**config.mk**
```make
export PLATFORM = sky130hd
export DESIGN_NAME = header_relay
export DESIGN_NICKNAME = d
export VERILOG_FILES = /design/src/rtl/header_relay.sv
export SDC_FILE = /design/constraint.sdc
export NUM_CORES = 1
export LEC_CHECK = 0
export CAP_MARGIN = 0
export CORE_MARGIN = 10
export CORE_UTILIZATION = 45
export CTS_CLUSTER_DIAMETER = 30
export DETAILED_ROUTE_END_ITERATION = 7
export PLACE_DENSITY = 0.65
export SETUP_SLACK_MARGIN = 0.05
export SYNTH_ARGS = -nofsm -noshare
export SYNTH_HDL_FRONTEND = slang
export SYNTH_SLANG_ARGS = --single-unit
export TNS_END_PERCENT = 10
```
**constraint.sdc**
```tcl
create_clock -name apclk -period 5.6 [get_ports apclk]
set_input_delay 0.84 -clock apclk [delete_from_list [all_inputs] [get_ports apclk]]
set_output_delay 0.84 -clock apclk [all_outputs]
set_load 0.05 [all_outputs]
```
**src/rtl/header_relay.sv**
```systemverilog
// header_relay: strips a fixed-length header from each request packet arriving
// from the network and stores it. The header is re-inserted in front of the
// matching application response on its way back to the network. Headers pair
// with responses in strict FIFO order.
//
// Ports
//   apclk, apreset          : single clock, synchronous active-high reset
//   fromNet_axis_*          : request stream in (header + payload)
//   toApp_axis_*            : request payload out (header stripped)
//   fromApp_axis_*          : response payload in
//   toNet_axis_*            : response out (stored header + payload)
//   hdr_count               : number of occupied header slots
//   drop_cnt                : saturating count of dropped request packets
module header_relay #(
  parameter int unsigned DATA_W    = 64,
  parameter int unsigned KEEP_W    = DATA_W / 8,
  parameter int unsigned USER_W    = 64,
  parameter int unsigned HDR_BEATS = 6,
  parameter int unsigned HDR_DEPTH = 4
) (
  input  logic                          apclk,
  input  logic                          apreset,
  input  logic [DATA_W-1:0]             fromNet_axis_tdata,
  input  logic [KEEP_W-1:0]             fromNet_axis_tkeep,
  input  logic [USER_W-1:0]             fromNet_axis_tuser,
  input  logic                          fromNet_axis_tlast,
  input  logic                          fromNet_axis_tvalid,
  output logic                          fromNet_axis_tready,
  output logic [DATA_W-1:0]             toApp_axis_tdata,
  output logic [KEEP_W-1:0]             toApp_axis_tkeep,
  output logic [USER_W-1:0]             toApp_axis_tuser,
  output logic                          toApp_axis_tlast,
  output logic                          toApp_axis_tvalid,
  input  logic                          toApp_axis_tready,
  input  logic [DATA_W-1:0]             fromApp_axis_tdata,
  input  logic [KEEP_W-1:0]             fromApp_axis_tkeep,
  input  logic [USER_W-1:0]             fromApp_axis_tuser,
  input  logic                          fromApp_axis_tlast,
  input  logic                          fromApp_axis_tvalid,
  output logic                          fromApp_axis_tready,
  output logic [DATA_W-1:0]             toNet_axis_tdata,
  output logic [KEEP_W-1:0]             toNet_axis_tkeep,
  output logic [USER_W-1:0]             toNet_axis_tuser,
  output logic                          toNet_axis_tlast,
  output logic                          toNet_axis_tvalid,
  input  logic                          toNet_axis_tready,
  output logic [$clog2(HDR_DEPTH):0]    hdr_count,
  output logic [31:0]                   drop_cnt
);

  localparam int unsigned PTR_W  = $clog2(HDR_DEPTH);
  localparam int unsigned CNT_W  = PTR_W + 1;
  localparam int unsigned IDX_W  = (HDR_BEATS > 1) ? $clog2(HDR_BEATS) : 1;
  localparam int unsigned MEM_N  = HDR_DEPTH * HDR_BEATS;
  localparam int unsigned ADDR_W = $clog2(MEM_N);
  localparam logic [IDX_W-1:0] LastIdx = IDX_W'(HDR_BEATS - 1);

  typedef enum logic [1:0] {NetHdr, NetPay, NetDrop} net_st_e;
  typedef enum logic [1:0] {AppIdle, AppHdr, AppPay} app_st_e;

  net_st_e             net_st_q, net_st_d;
  app_st_e             app_st_q, app_st_d;
  logic [IDX_W-1:0]    idx_q, idx_d, ridx_q, ridx_d;
  logic [PTR_W-1:0]    wptr_q, wptr_d, rptr_q, rptr_d;
  logic [CNT_W-1:0]    hdr_count_q, hdr_count_d;
  logic [31:0]         drop_cnt_q, drop_cnt_d;
  logic                rst_q;
  logic [DATA_W-1:0]   hdr_mem_q [MEM_N];

  logic blk, hdr_full;
  logic net_rdy, net_fwd, net_hs, hdr_we, commit, drop_inc;
  logic app_rdy, app_vld, app_hs, free;
  logic [ADDR_W-1:0] waddr, raddr;

  // Handshakes are suppressed while in reset and for one cycle after it.
  assign blk      = apreset | rst_q;
  assign hdr_full = (hdr_count_q == CNT_W'(HDR_DEPTH));
  assign waddr    = ADDR_W'(wptr_q) * ADDR_W'(HDR_BEATS) + ADDR_W'(idx_q);
  assign raddr    = ADDR_W'(rptr_q) * ADDR_W'(HDR_BEATS) + ADDR_W'(ridx_q);

  assign hdr_count = hdr_count_q;
  assign drop_cnt  = drop_cnt_q;

  assign toApp_axis_tdata = fromNet_axis_tdata;
  assign toApp_axis_tkeep = fromNet_axis_tkeep;
  assign toApp_axis_tuser = fromNet_axis_tuser;
  assign toApp_axis_tlast = fromNet_axis_tlast;

  // Net path: capture header, forward payload, or discard.
  always_comb begin
    net_st_d = net_st_q;
    idx_d    = idx_q;
    net_rdy  = 1'b0;
    net_fwd  = 1'b0;
    hdr_we   = 1'b0;
    commit   = 1'b0;
    drop_inc = 1'b0;
    unique case (net_st_q)
      NetHdr, NetDrop: net_rdy = 1'b1;
      NetPay: begin
        net_rdy = toApp_axis_tready;
        net_fwd = fromNet_axis_tvalid;
      end
      default: ;
    endcase
    fromNet_axis_tready = net_rdy & ~blk;
    toApp_axis_tvalid   = net_fwd & ~blk;
    net_hs              = fromNet_axis_tvalid & net_rdy & ~blk;

    if (net_hs) begin
      unique case (net_st_q)
        NetHdr: begin
          if (idx_q == '0 && hdr_full) begin
            // No free slot at packet start: swallow the whole packet.
            if (fromNet_axis_tlast) drop_inc = 1'b1;
            else                    net_st_d = NetDrop;
          end else begin
            hdr_we = 1'b1;
            if (fromNet_axis_tlast) begin
              // Runt: packet ended inside the header.
              idx_d    = '0;
              drop_inc = 1'b1;
            end else if (idx_q == LastIdx) begin
              idx_d    = '0;
              commit   = 1'b1;
              net_st_d = NetPay;
            end else begin
              idx_d = idx_q + 1'b1;
            end
          end
        end
        NetPay:  if (fromNet_axis_tlast) net_st_d = NetHdr;
        NetDrop: if (fromNet_axis_tlast) begin
          drop_inc = 1'b1;
          net_st_d = NetHdr;
        end
        default: net_st_d = NetHdr;
      endcase
    end
  end

  // App path: replay stored header, then forward the response payload.
  always_comb begin
    app_st_d         = app_st_q;
    ridx_d           = ridx_q;
    app_rdy          = 1'b0;
    app_vld          = 1'b0;
    free             = 1'b0;
    toNet_axis_tdata = hdr_mem_q[raddr];
    toNet_axis_tkeep = '1;
    toNet_axis_tuser = '0;
    toNet_axis_tlast = 1'b0;
    unique case (app_st_q)
      AppIdle: if (fromApp_axis_tvalid && hdr_count_q != '0) app_st_d = AppHdr;
      AppHdr:  app_vld = 1'b1;
      AppPay: begin
        app_vld          = fromApp_axis_tvalid;
        app_rdy          = toNet_axis_tready;
        toNet_axis_tdata = fromApp_axis_tdata;
        toNet_axis_tkeep = fromApp_axis_tkeep;
        toNet_axis_tuser = fromApp_axis_tuser;
        toNet_axis_tlast = fromApp_axis_tlast;
      end
      default: app_st_d = AppIdle;
    endcase
    toNet_axis_tvalid   = app_vld & ~blk;
    fromApp_axis_tready = app_rdy & ~blk;
    app_hs              = app_vld & toNet_axis_tready & ~blk;

    if (app_hs && app_st_q == AppHdr) begin
      if (ridx_q == LastIdx) begin
        ridx_d   = '0;
        app_st_d = AppPay;
      end else begin
        ridx_d = ridx_q + 1'b1;
      end
    end
    if (app_hs && app_st_q == AppPay && fromApp_axis_tlast) begin
      free     = 1'b1;
      app_st_d = AppIdle;
    end
  end

  // Slot bookkeeping shared by both paths.
  always_comb begin
    wptr_d      = commit ? wptr_q + 1'b1 : wptr_q;
    rptr_d      = free ? rptr_q + 1'b1 : rptr_q;
    hdr_count_d = hdr_count_q;
    if (commit && !free)      hdr_count_d = hdr_count_q + 1'b1;
    else if (free && !commit) hdr_count_d = hdr_count_q - 1'b1;
    drop_cnt_d = drop_cnt_q;
    if (drop_inc && drop_cnt_q != '1) drop_cnt_d = drop_cnt_q + 32'd1;
  end

  always_ff @(posedge apclk) begin
    rst_q <= apreset;
    if (apreset) begin
      net_st_q    <= NetHdr;
      app_st_q    <= AppIdle;
      idx_q       <= '0;
      ridx_q      <= '0;
      wptr_q      <= '0;
      rptr_q      <= '0;
      hdr_count_q <= '0;
      drop_cnt_q  <= '0;
    end else begin
      net_st_q    <= net_st_d;
      app_st_q    <= app_st_d;
      idx_q       <= idx_d;
      ridx_q      <= ridx_d;
      wptr_q      <= wptr_d;
      rptr_q      <= rptr_d;
      hdr_count_q <= hdr_count_d;
      drop_cnt_q  <= drop_cnt_d;
    end
  end

  always_ff @(posedge apclk) begin
    if (hdr_we) hdr_mem_q[waddr] <= fromNet_axis_tdata;
  end

endmodule

```
After elaboration in Yosys (flattened, before gate mapping)
Memories as Yosys holds them, arrays and structs flattened.
Index checks and enable logic that the tools add are counted.
- add/sub/neg operators: 9
- multiply operators: 2
- div/mod/pow operators: 0
- $lt $le $gt $ge: 0
- eq/ne operators: 11
- shifts and indexed selects: 0
- multiplexer cells: 37
- bitwise gates (word level): 11
- reductions and logical operators: 21
- operators by type and width (cell ; number):
    $mux 64 ; 2
    $add 32x1->32 const B ; 1
    $ne 32x32->1 const B ; 1
    $mux 1 ; 17
    $mux 2 ; 8
    $mux 3 ; 5
    $add 5x3->5 ; 2
    $add 3x1->3 const B ; 3
    $eq 3x3->1 const B ; 3
    $and 1x1->1 ; 8
    $logic_and 1x1->1 ; 8
    $mul 2x2->4 const B ; 2
    $mux 8 ; 1
    $pmux 2 s2 ; 2
    $reduce_or 2->1 ; 4
    $add 2x1->2 const B ; 2
    $eq 2x1->1 const B ; 2
    $eq 2x2->1 const B ; 2
    $logic_not 2->1 ; 2
    $pmux 1 s2 ; 2
    $reduce_and 4->1 ; 1
    $logic_not 3->1 ; 1
    $ne 3x3->1 const B ; 1
    $reduce_and 3->1 ; 1
    other kinds (8) ; 10
- bits in registers: 50
- latch bits: 0
- RAM bits: 1536
- memory bits (read-only): 0
- bits of input ports: 280
- output and inout port bits: 313
- memories kept: 1
- memories (memory ; depth ; width ; read ports ; clocked after Yosys merged registers in ; write ports ; line ; source):
    hdr_mem_q ; 24 ; 64 ; 1 ; 0 ; 1 ; 68 ; logic [DATA_W-1:0] hdr_mem_q [MEM_N];

Longest topological paths before layout
- depth after elaboration: 10
- gate-level depth with buffers: 13

Worst setup path after synthesis
Ideal clock, no wire load.
- path type: input port to flip-flop
- from: in apreset
- to: mem hdr_mem_q[0][0] (enable)
- library setup time: 0.487 ns
- arrival time: 4.773 ns
- required time: 5.113 ns
- path slack: 0.341 ns
- cell stages on the path: 5
- path buffers: 1
- cell sequence: nor4b_1 > o311ai_0 > or3_1 > clkbuf_1 > nor2_1
- longest elaborated chain between the ends: 6
- ends and longest elaborated chain (item ; line ; source):
    start: declaration ; 22 ; input logic apreset,
    $or 1x1->1 ; 76 ; assign blk = apreset | rst_q;
    $not 1->1 ; 108 ; net_hs = fromNet_axis_tvalid & net_rdy & ~blk;
    $and 1x1->1 ; 108 ;
    $mux 1 ; 110 ; if (net_hs) begin
    $mux 1 ; 219 ; if (hdr_we) hdr_mem_q[waddr] <= fromNet_axis_tdata;
    $mux 1 (not written as such) ; 219 ;
    end: declaration ; 68 ;
No other way between the ends.

Final worst setup path
- from: reg rptr_q[0]
- to: out toNet_axis_tdata[28]
- longest elaborated chain between the ends: 4
- ends and longest elaborated chain (item ; line ; source):
    start: declaration ; 64 ; logic [PTR_W-1:0] wptr_q, wptr_d, rptr_q, rptr_d;
    start signal: assignment ; 212 ; rptr_q <= rptr_d;
    $mul 2x2->4 ; 79 ; assign raddr = ADDR_W'(rptr_q) * ADDR_W'(HDR_BEATS) + ADDR_W'(ridx_q);
    $add 5x3->5 ; 79 ;
    $mem_v2 24x64 ; n/a ;
    $mux 64 ; 153 ; unique case (app_st_q)
    end: declaration ; 41 ; output logic [DATA_W-1:0] toNet_axis_tdata,
No other way between the ends.

==> flow_summary.yaml <==
floorplan:
  die_h_microns: 393
  dieArea_sq_um: 154000
  fp.dieW_microns: 393
  coreArea_sq_um: 138000
  initial_core_util: 0.454
  num_rows: 136
  ioPinCount: 593
power:
  p_leak_uw: 0.0253
  p_per_area_nw_per_um2: 396
  peakVddDrop_v: 0.000288
detailed_routing:
  post-route-drc-count: 0
  wl_per_cell_microns: 29.2
  vias: 32400
  drt-initial-drc-count: 2922
  vias_per_cell: 5.81
  drt_first_pass_iters: 8
  antenna_left: 0
  wl_mm: 163
clocking:
  hold_buffers: 0
  root_buffer: "clkbuf_16"
  cts_tree: "done"
  clockBufferDepth: 4
  clk_latency_ps: 900
  cts_buffers: 316
  cts_sinks: 1586
  path_clk_slew_ps: 40
  cts_max_level: 5
run:
  cap_violations: 0
sta:
  rsz0062_at_grt: "yes"
  worst_pin_slew_ps: 1050
  fin_crit_sh: 0.977
  fin_crit_ps: 5470
  relSlewSlack: 0.291
  fmax_mhz: 183
  fin_worst_skew_ps: 59.6
  slew_viol_final: 0
  tns_ps: 0
  final_hold_viol_count: 0
  setup_viol: 0
setup_path:
  rr_worst_depth: 7
  worstPathMaxFanout: 11
  crit_path_top_delay_cell: "a222oi_1"
  slowest_delay_ps: 1000
  crit_buf_inv: 4
  start_kind: "flop"
  worst-setup-path-type: "flop to primary output"
  path_cells: "inv_1 -> ha_1 -> inv_1 -> fa_4 -> nor2_4 -> buf_4 -> a22o_1 -> a221oi_1 -> a222oi_1 -> buf_12"
  path_common_cell: "inv_1"
  arrival_ps: 4630
  cp.depth: 10
  required_ps: 4760
  cp_top_family: "compound AO/OA/AOI/OAI gates"
  endpoint_kind: "primary output"
global_routing:
  grt_pass1_vias: 34000
  grt_pass1_wl_mm: 236
  grtUsageMet2: 0.342
  grt.overflow.total: 0
  grt_max_degree: 110
  grt_busiest_layer: "met2"
  grt_usage: 0.209
  gr-usage-met1: 0.268
  antenna_found_initial: 5
  grt_use_met3: 0.0508
cells_and_area:
  nNetsFinal: 3845
  n_fill_cell: 9933
  area_growth_pct: 27.6
  drive_gt1_frac: 0.288
  seq_area_sq_um: 47100
  final_core_util: 0.579
  multi_input_area_sq_um: 13700
placement:
  dp_hpwl_mm: 91.7
  io_buffer_count: 448
  gp_congestion: 0.779
yosys:
  synth.distinct_cells: 55
  synth_area_per_cell_sq_um: 21.0
  yosys.area.top_type: "edfxtp_1"
  synth_seq_cells: 1586
  yosys_warnings: 0
  ys_seq_area_frac: 0.754
  synth_common_cells: "1536 x edfxtp_1, 384 x mux4_2, 137 x buf_4"
  synth_flop_cell: "edfxtp_1"
  yosys-top-cells-area: "edfxtp_1 74%, mux4_2 14%, buf_4 1.6%"
  ys_async_sr_fraction: 0
  synth.most_common_cell: "edfxtp_1"
  syn_inst: 2974
  yosysTopAreaCellShare: 0.738
  synth_edf_count: 1536
  syn-num-nets: 3275
  synth_area_sq_um: 62500
worst_hold_path:
  hold_class: "input port to flop"
  hold-path-cell-count: 3
run_status:
  status: "completed"
power by group:
| group | switching [uW] | internal, uW |
|---|---|---|
| logic | 407 | 248 |
| clock network | 5950 | 11900 |
| registers | 5.03 | 13100 |
registers in the layout (all words and copies together) (netlist names):
register / count
hdr_mem_q: 1536
idx_q: 3
hdr_count: 3
rst_q: 1
drop_cnt: 32
app_st_q: 2
net_st_q: 2
wptr_q: 2
rptr_q: 2
ridx_q: 3
worst paths after layout:
path / to / slack, ps / start
setup / recovery: toNet_axis_tdata[28] / 130 / rptr_q[0]
hold / removal: net_st_q[1] / 470 / apreset
setup reg to reg: hdr_mem_q[14][29] / 1920 / net_st_q[0]
hold reg to reg: drop_cnt[11] / 510 / drop_cnt[11]
worst min-delay path, stage by stage:
cell and delay [ps]:
buf_2 110, nor4b_1 80, a31o_2 230
repair_timing:
action,in CTS,in global routing
endpoints found under the setup margin,59,9
pin swaps,3,3
hold endpoints to repair,0,0
buffers inserted,6,0
resized for setup,2,9
layer usage:
| layer | vias to the layer above | wire length [microns] |
|---|---|---|
| met5 | - | 13 |
| met4 | 2 | 5950 |
| met3 | 356 | 12100 |
| met2 | 1257 | 80800 |
| met1 | 17200 | 63800 |
| li1 | 13600 | - |
area by class of cell:
type                            instances  share of cell area
Multi-Input combinational cell       1005               0.171
Antenna cell                            2           0.0000627
Clock buffer                          353               0.103
Timing Repair Buffer                  553              0.0776
Tap cell                             1794              0.0281
Clock inverter                        199              0.0253
Sequential cell                      1586               0.591
Inverter                               82             0.00386
metrics by stage:
stage | power, uW | hold slack (ps) | worst slack (ps) | cell area, sq um | cells
global placement | 13900 | 479 | 501 | 69400 | 5014
CTS | 31900 | 402 | 67.2 | 79700 | 5572
finish | 31600 | 465 | 130 | 79800 | 5574
floorplan | 13700 | 498 | 341 | 62500 | 2974
global route | 32500 | 433 | -11.3 | 79800 | 5574
detailed placement | 13900 | 497 | 486 | 69400 | 5014
cells in the final DEF (no fill, tap or decap), types with 11 or more instances in the layout:
cell type,n
clkbuf_16,323
and2_1,66
o22a_1,47
clkinv_1,39
inv_1,82
clkinv_4,22
clkinvlp_4,28
nor2_1,33
a22o_1,17
mux2i_1,67
nand2_1,15
or3_1,21
buf_12,84
ha_1,16
clkdlybuf4s50_1,383
buf_4,81
clkinv_2,45
a221oi_1,17
inv_6,29
bufinv_16,31
a21oi_1,30
edfxtp_1,1536
dfxtp_1,49
mux4_2,384
a222oi_1,64
o21ai_0,22
nand3_1,15
nor2_4,27
o221ai_1,47
xnor2_1,11
clkbuf_1,30
cells by family (layout without fill, tap and decap cells):
| kind of cell | after synthesis | in the layout | share of synthesized area |
|---|---|---|---|
| fa+ha+maj | 21 | 21 | 0.00457 |
| compound gates | 270 | 270 | 0.0358 |
| flops | 1586 | 1586 | 0.754 |
| mux | 453 | 453 | 0.149 |
| buf+inv | 383 | 1187 | 0.0318 |
| xor+xnor | 20 | 20 | 0.00280 |
| other cells | 0 | 2 | 0 |
| simple gates | 241 | 241 | 0.0214 |
Power figures use the tool's default switching activity.
